[src/rtl/fs_stream_pkg.sv]
// Shared definitions for the transfer framer: header layout, FSM encodings and
// the header-beat builder used by the output side.
package fs_stream_pkg;

    localparam logic [7:0] MAGIC     = 8'hA5;
    localparam int         BURST_LEN = 16;

    localparam int HDR_MAGIC_LSB = 56;
    localparam int HDR_SEQ_LSB   = 32;
    localparam int HDR_IDX_LSB   = 24;
    localparam int HDR_LEN_LSB   = 16;

    localparam logic [1:0] IN_WAIT    = 2'd0;
    localparam logic [1:0] IN_FILL    = 2'd1;
    localparam logic [1:0] IN_DISCARD = 2'd2;

    localparam logic [1:0] OUT_IDLE = 2'd0;
    localparam logic [1:0] OUT_HDR  = 2'd1;
    localparam logic [1:0] OUT_DATA = 2'd2;

    typedef struct packed {
        logic [15:0] seq;
        logic [6:0]  idx;
    } hdr_entry_t;

    function automatic logic [63:0] build_header(input hdr_entry_t e);
        logic [63:0] h;
        h = '0;
        h[HDR_MAGIC_LSB +: 8] = MAGIC;
        h[HDR_SEQ_LSB +: 16]  = e.seq;
        h[HDR_IDX_LSB +: 7]   = e.idx;
        h[HDR_LEN_LSB +: 8]   = 8'(BURST_LEN);
        return h;
    endfunction

endpackage

[src/rtl/transfer_framer_commit_fifo.sv]
// Data buffer with speculative writes: words become visible to the reader only
// once committed, and an uncommitted burst can be rolled back in one cycle.
module commit_fifo #(
    parameter int DATA_W     = 64,
    parameter int DEPTH_LOG2 = 6
) (
    input  logic                clk,
    input  logic                rst,
    input  logic                wr_en_i,
    input  logic [DATA_W-1:0]   wr_data_i,
    input  logic                commit_i,
    input  logic                rollback_i,
    input  logic                rd_en_i,
    output logic [DATA_W-1:0]   rd_data_o,
    output logic [DEPTH_LOG2:0] level_o
);

    localparam int DEPTH = 1 << DEPTH_LOG2;

    logic [DATA_W-1:0]   mem_q [DEPTH];
    logic [DEPTH_LOG2:0] wr_ptr_q, cm_ptr_q, rd_ptr_q;
    logic [DEPTH_LOG2:0] wr_base, wr_ptr_d;

    // A rollback and a fresh write can share a cycle: the write lands at the
    // committed pointer, so the aborted words are simply overwritten later.
    assign wr_base  = rollback_i ? cm_ptr_q : wr_ptr_q;
    assign wr_ptr_d = wr_base + {{DEPTH_LOG2{1'b0}}, wr_en_i};

    always_ff @(posedge clk) begin
        if (wr_en_i) begin
            mem_q[wr_base[DEPTH_LOG2-1:0]] <= wr_data_i;
        end
    end

    always_ff @(posedge clk or posedge rst) begin
        if (rst) begin
            wr_ptr_q <= '0;
            cm_ptr_q <= '0;
            rd_ptr_q <= '0;
        end else begin
            wr_ptr_q <= wr_ptr_d;
            if (commit_i) begin
                cm_ptr_q <= wr_ptr_d;
            end
            if (rd_en_i) begin
                rd_ptr_q <= rd_ptr_q + {{DEPTH_LOG2{1'b0}}, 1'b1};
            end
        end
    end

    assign rd_data_o = mem_q[rd_ptr_q[DEPTH_LOG2-1:0]];
    assign level_o   = wr_ptr_q - rd_ptr_q;

endmodule

[src/rtl/transfer_framer.sv]
// Collects 16-word channel bursts from data_transfer, validates them and emits
// each as an AXI4-Stream frame of one header beat plus 16 data beats.
module transfer_framer
    import fs_stream_pkg::*;
#(
    parameter int DATA_W         = 64,
    parameter int IDX_W          = 7,
    parameter int CNT_W          = 4,
    parameter int DEPTH_LOG2     = 6,
    parameter int HDR_DEPTH_LOG2 = 2
) (
    input  logic              clk,
    input  logic              rst,
    input  logic [DATA_W-1:0] data_out,
    input  logic [IDX_W-1:0]  data_index,
    input  logic [CNT_W-1:0]  data_count,
    input  logic              data_valid,
    output logic [DATA_W-1:0] m_axis_tdata,
    output logic              m_axis_tvalid,
    input  logic              m_axis_tready,
    output logic              m_axis_tlast,
    output logic [31:0]       frame_count,
    output logic [15:0]       drop_count,
    output logic [15:0]       err_count,
    output logic              busy
);

    localparam int BURST     = 1 << CNT_W;
    localparam int HDR_DEPTH = 1 << HDR_DEPTH_LOG2;
    localparam int SPACE_MAX = (1 << DEPTH_LOG2) - BURST;
    localparam logic [CNT_W-1:0] LAST_CNT = '1;

    logic [1:0]          in_state_q, in_state_d;
    logic [IDX_W-1:0]    idx_q, idx_d;
    logic [CNT_W-1:0]    expect_q, expect_d;
    logic [15:0]         seq_q, seq_d;
    logic [15:0]         drop_q, err_q;
    logic [31:0]         frame_q;
    logic [1:0]          out_state_q, out_state_d;
    logic [CNT_W-1:0]    beat_q, beat_d;

    hdr_entry_t                hdr_mem_q [HDR_DEPTH];
    logic [HDR_DEPTH_LOG2:0]   hdr_wr_q, hdr_rd_q;
    logic                      hdr_full, hdr_empty;
    hdr_entry_t                hdr_new, hdr_head;

    logic                wr_en, commit, rollback, rd_en;
    logic                hdr_push, hdr_pop;
    logic                drop_inc, err_inc, frame_inc;
    logic                eval_start, space_ok;
    logic [DATA_W-1:0]   fifo_rd_data;
    logic [DEPTH_LOG2:0] level;

    commit_fifo #(
        .DATA_W     (DATA_W),
        .DEPTH_LOG2 (DEPTH_LOG2)
    ) u_buf (
        .clk        (clk),
        .rst        (rst),
        .wr_en_i    (wr_en),
        .wr_data_i  (data_out),
        .commit_i   (commit),
        .rollback_i (rollback),
        .rd_en_i    (rd_en),
        .rd_data_o  (fifo_rd_data),
        .level_o    (level)
    );

    assign hdr_empty = (hdr_wr_q == hdr_rd_q);
    assign hdr_full  = (hdr_wr_q[HDR_DEPTH_LOG2] != hdr_rd_q[HDR_DEPTH_LOG2]) &&
                       (hdr_wr_q[HDR_DEPTH_LOG2-1:0] == hdr_rd_q[HDR_DEPTH_LOG2-1:0]);
    assign space_ok  = (32'(level) <= 32'(SPACE_MAX));
    assign hdr_new   = '{seq: seq_q, idx: idx_q};
    assign hdr_head  = hdr_mem_q[hdr_rd_q[HDR_DEPTH_LOG2-1:0]];

    // Input side: a word with count 0 always starts a fresh evaluation, even
    // when it interrupts a burst that was still filling.
    always_comb begin
        in_state_d = in_state_q;
        idx_d      = idx_q;
        expect_d   = expect_q;
        seq_d      = seq_q;
        wr_en      = 1'b0;
        commit     = 1'b0;
        rollback   = 1'b0;
        hdr_push   = 1'b0;
        drop_inc   = 1'b0;
        err_inc    = 1'b0;
        eval_start = 1'b0;
        if (data_valid) begin
            case (in_state_q)
                IN_FILL: begin
                    if (data_count == expect_q && data_index == idx_q) begin
                        wr_en    = 1'b1;
                        expect_d = expect_q + CNT_W'(1);
                        if (data_count == LAST_CNT) begin
                            commit     = 1'b1;
                            hdr_push   = 1'b1;
                            seq_d      = seq_q + 16'd1;
                            in_state_d = IN_WAIT;
                        end
                    end else begin
                        rollback = 1'b1;
                        err_inc  = 1'b1;
                        if (data_count == '0) begin
                            eval_start = 1'b1;
                        end else begin
                            in_state_d = IN_DISCARD;
                        end
                    end
                end
                IN_DISCARD: begin
                    eval_start = (data_count == '0);
                end
                default: begin
                    if (data_count == '0) begin
                        eval_start = 1'b1;
                    end else begin
                        err_inc    = 1'b1;
                        in_state_d = IN_DISCARD;
                    end
                end
            endcase
            if (eval_start) begin
                if (space_ok && !hdr_full) begin
                    wr_en      = 1'b1;
                    idx_d      = data_index;
                    expect_d   = CNT_W'(1);
                    in_state_d = IN_FILL;
                end else begin
                    drop_inc   = 1'b1;
                    in_state_d = IN_DISCARD;
                end
            end
        end
    end

    always_comb begin
        out_state_d = out_state_q;
        beat_d      = beat_q;
        hdr_pop     = 1'b0;
        rd_en       = 1'b0;
        frame_inc   = 1'b0;
        case (out_state_q)
            OUT_IDLE: begin
                if (!hdr_empty) begin
                    out_state_d = OUT_HDR;
                end
            end
            OUT_HDR: begin
                if (m_axis_tready) begin
                    hdr_pop     = 1'b1;
                    beat_d      = '0;
                    out_state_d = OUT_DATA;
                end
            end
            OUT_DATA: begin
                if (m_axis_tready) begin
                    rd_en  = 1'b1;
                    beat_d = beat_q + CNT_W'(1);
                    if (beat_q == LAST_CNT) begin
                        frame_inc   = 1'b1;
                        out_state_d = OUT_IDLE;
                    end
                end
            end
            default: out_state_d = OUT_IDLE;
        endcase
    end

    always_ff @(posedge clk) begin
        if (hdr_push) begin
            hdr_mem_q[hdr_wr_q[HDR_DEPTH_LOG2-1:0]] <= hdr_new;
        end
    end

    always_ff @(posedge clk or posedge rst) begin
        if (rst) begin
            in_state_q  <= IN_WAIT;
            idx_q       <= '0;
            expect_q    <= '0;
            seq_q       <= '0;
            drop_q      <= '0;
            err_q       <= '0;
            frame_q     <= '0;
            out_state_q <= OUT_IDLE;
            beat_q      <= '0;
            hdr_wr_q    <= '0;
            hdr_rd_q    <= '0;
        end else begin
            in_state_q  <= in_state_d;
            idx_q       <= idx_d;
            expect_q    <= expect_d;
            seq_q       <= seq_d;
            out_state_q <= out_state_d;
            beat_q      <= beat_d;
            if (hdr_push) begin
                hdr_wr_q <= hdr_wr_q + {{HDR_DEPTH_LOG2{1'b0}}, 1'b1};
            end
            if (hdr_pop) begin
                hdr_rd_q <= hdr_rd_q + {{HDR_DEPTH_LOG2{1'b0}}, 1'b1};
            end
            if (drop_inc && drop_q != 16'hFFFF) begin
                drop_q <= drop_q + 16'd1;
            end
            if (err_inc && err_q != 16'hFFFF) begin
                err_q <= err_q + 16'd1;
            end
            if (frame_inc) begin
                frame_q <= frame_q + 32'd1;
            end
        end
    end

    assign m_axis_tvalid = (out_state_q != OUT_IDLE);
    assign m_axis_tlast  = (out_state_q == OUT_DATA) && (beat_q == LAST_CNT);
    assign m_axis_tdata  = (out_state_q == OUT_HDR) ? DATA_W'(build_header(hdr_head)) : fifo_rd_data;
    assign frame_count   = frame_q;
    assign drop_count    = drop_q;
    assign err_count     = err_q;
    assign busy          = (level != '0) || (out_state_q != OUT_IDLE);

endmodule

[config.mk]
export PLATFORM = sky130hd
export DESIGN_NAME = transfer_framer
export DESIGN_NICKNAME = d
export VERILOG_FILES = /design/src/rtl/fs_stream_pkg.sv /design/src/rtl/transfer_framer_commit_fifo.sv /design/src/rtl/transfer_framer.sv
export SDC_FILE = /design/constraint.sdc
export NUM_CORES = 2
export LEC_CHECK = 0
export ABC_CLOCK_PERIOD_IN_PS = 11000
export CORE_MARGIN = 3
export CORE_UTILIZATION = 34
export DETAILED_ROUTE_END_ITERATION = 10
export MAX_ROUTING_LAYER = met4
export SETUP_SLACK_MARGIN = 0.1
export SLEW_MARGIN = 20
export SYNTH_ARGS = -nofsm -noshare
export SYNTH_HDL_FRONTEND = slang
export SYNTH_HIERARCHICAL = 1
export SYNTH_MEMORY_MAX_BITS = 65536
export SYNTH_SLANG_ARGS = --single-unit
[constraint.sdc]
create_clock -name clk -period 11 [get_ports clk]
set_clock_uncertainty 0.1 [all_clocks]
set_input_delay 1.65 -clock clk [delete_from_list [all_inputs] [get_ports clk]]
set_output_delay 1.65 -clock clk [all_outputs]
set_load 0.01 [all_outputs]
==> flow_summary.toml <==
[sta]
fmax_ghz = 0.120
rsz0062_at_grt = "false"
hold_viol_final = 0
setup_viol = 0
worst_slew_pin_slew_ns = 1.22
fin_hold_ws_ns = 0.389
slew_headroom_pct = 18.6
tns_ns = 0
fin_crit_sh_pct = 75.5
final_max_slew_viol_count = 0
min_period_ns = 8.31

[placed_design]
hpwlAfterDp_um = 263000
place.port_buffers = 209
dpl_cell_area_mm2 = 0.177
gp_congestion = 0.823

[setup_path]
worstPathArrival_ns = 6.56
rrSetupSlack_ns = 4.01
path_class = "flip-flop to output pin"
start_kind = "flip-flop"
startpoint = "u_buf/rd_ptr_q[0]"
rr_startpoint = "u_buf/rd_ptr_q[1]"
r2r_cells = 12
end_kind = "output pin"
required_ns = 9.25
r2r_end = "u_buf/mem_q[48][58]"
path_max_fanout = 74

[floorplan]
coreArea_mm2 = 0.487
dieArea_mm2 = 0.499
row_count = 256
die_w_um = 706
ioPinCount = 210
die_height_um = 706
start_util_pct = 34.2

[logic_synthesis]
async_reset_ff_share_pct = 2.92
ys_seq_area_share_pct = 77.3
yosysTopAreaCell = "edfxtp_1"
synthFlopType = "edfxtp_1"
ys_warn_count = 6
synth_nets = 8024
avgSynthCellArea_um2 = 21.0
synth_top_area_share_pct = 75.4
synth-seq-cells = 4314
yosys.cell_types.count = 73
synth_edf_count = 4188
synthCells = 7922
synth_most_common_cell = "edfxtp_1"
synth_area_mm2 = 0.167
synth.cells.most_frequent = "edfxtp_1 (4188), mux4_2 (755), mux2i_1 (591)"
synthTopCellsByArea = "edfxtp_1 (75%), mux4_2 (10%), mux2i_1 (3.5%), dfrtp_1 (1.9%), a221oi_1 (0.99%)"

[cts]
clk_pin_slew_ns = 0.06
cts.path.max_buffers = 4
cts_setup_buffers = 0
htreeDepth = 5
numCtsBuffers = 432
cts_tree = "done"
clock_latency_ns = 0.99
postCtsResizedCells = 0
cts.sinks = 4314
cts_root_buffer = "clkbuf_16"
cts_hold_repair.buffers = 0

[finish]
drive_above_1_share_pct = 20.9
multi_input_area_mm2 = 0.0356
final_cell_area_mm2 = 0.191
num-nets-final = 8472
ff_latch_area_mm2 = 0.129
syn2layout_area_growth_pct = 14.5
fillers = 43082

[hold_path]
min_to = "frame_count[31]"
whs_path_depth = 1
hold_class = "flip-flop to flip-flop"
min_from = "frame_count[31]"

[global_routing]
groute.usage.overall_pct = 19.6
grt_max_degree = 105
grt_overflow = 0
grt_pass1_vias = 86180
antenna_found_initial = 49
grt_first_pass_wirelength_um = 680000

[routing]
wl_per_cell_um = 31.9
drt-initial-drc-count = 10716
vias = 85867
drc = 0
avgViaCountPerCell = 5.64
ant_nets = 0
drt-total-wl_um = 485000
firstDrtPassIters = 6

[power_and_ir_drop]
power.net_switching_uw = 14200
ir_drop_mv = 0.204
p_leak_uw = 0.0612
p_per_area_mw_per_mm2 = 238
internal_power_uw = 31300
pwr-share-comb_pct = 28.7
power_frac_clock_pct = 31.2
seq_power_share_pct = 40.1
p_sw_share_pct = 31.3

[job]
cap_violations = 0

[run_status]
status = "finished clean"
[placed cells by master, fill, tap and decap left out, types with 61 or more instances in the layout]
cell type and n:
nand4_1 66, a22oi_1 181, nor2_4 72, a221oi_1 188, nand3_1 94, xnor2_1 80, buf_4 239, a221o_1 92
inv_1 69, a22o_1 96, clkinv_2 69, a21oi_1 88, clkdlybuf4s50_1 145, mux2i_1 591, nor2_1 78, nand2_1 190
edfxtp_1 4188, clkbuf_16 441, mux4_2 755, clkbuf_1 134, dfrtp_1 120, o21ai_0 61, clkinv_1 103
[registers in the layout, summed over array words and instances, names as in the netlist]
register / count
hdr_rd_q: 3
out_state_q: 2
u_buf/mem_q: 4096
drop_count: 16
u_buf/wr_ptr_q: 7
u_buf/cm_ptr_q: 7
beat_q: 4
expect_q: 4
hdr_wr_q: 3
in_state_q: 2
err_count: 16
frame_count: 32
hdr_mem_q: 92
seq_q: 16
idx_q: 7
u_buf/rd_ptr_q: 7
[how the worst max path moves through the flow]
| stage | end | slack, ns |
|---|---|---|
| 3_3_place_gp | u_buf/mem_q[2][17] | 3.49 |
| 4_1_cts | m_axis_tdata[33] | 2.42 |
| 6_report | m_axis_tdata[13] | 2.69 |
| 2_1_floorplan | u_buf/mem_q[41][0] | 4.27 |
| 5_1_grt | m_axis_tdata[13] | 2.21 |
| 3_5_place_dp | m_axis_tdata[33] | 3.52 |
[logic make-up after synthesis]
logic type | Yosys count | share of synthesized area (%)
flip-flops | 4314 | 77.3
AO/OA/AOI/OAI | 903 | 4.32
XOR/XNOR | 114 | 0.599
buffers and inverters | 522 | 1.71
multiplexers | 1365 | 13.9
AND/OR/NAND/NOR | 681 | 2.00
adder cells (fa/ha/maj) | 23 | 0.177
[power groups by stage]
stage / combinational (uW) / clock (uW) / sequential [uW]
after CTS: 13100 / 14400 / 18200
after global routing: 13700 / 15100 / 18200
final: 13000 / 14200 / 18200
after global placement: 13000 / 0 / 18600
after detailed placement: 13100 / 0 / 18600
after floorplan: 8410 / 0 / 18500
[metal layers]
metal / up-vias / global-route usage [%] / share of wire [%]
met5: - / - / 0
met4: 0 / 6.63 / 3.8
met3: 861 / 3.13 / 8.4
met2: 4280 / 31.4 / 49
met1: 46513 / 25.5 / 39
li1: 34213 / - / -
[per-stage QoR]
step	worst slack, ns	power (uW)	utilization [%]	instances
final	2.69	45500	39.2	15212
after CTS	2.42	45800	39.1	15185
after floorplan	4.27	26900	-	7922
after global placement	3.49	31600	36.3	14366
after detailed placement	3.52	31700	36.4	14381
after global routing	2.21	47000	39.2	15210
[final cells by class]
class	instances	share of cell area [%]
Inverter	75	0.152
Clock buffer	578	6.06
Multi-Input combinational cell	3086	18.7
Tap cell	6450	4.23
Antenna cell	22	0.0288
Clock inverter	226	1.02
Sequential cell	4314	67.5
Timing Repair Buffer	461	2.33
[critical path: stages, from the launching register on]
cell and delay [ns]:
dfrtp_4 0.79, buf_12 0.55, buf_4 0.70, buf_4 0.86, mux4_2 0.61, a221oi_1 0.30, nand2_1 0.13, a211oi_1 0.50
a221oi_1 0.16, nor2b_1 0.22, clkdlybuf4s50_1 0.52
Power figures use the tool's default switching activity.
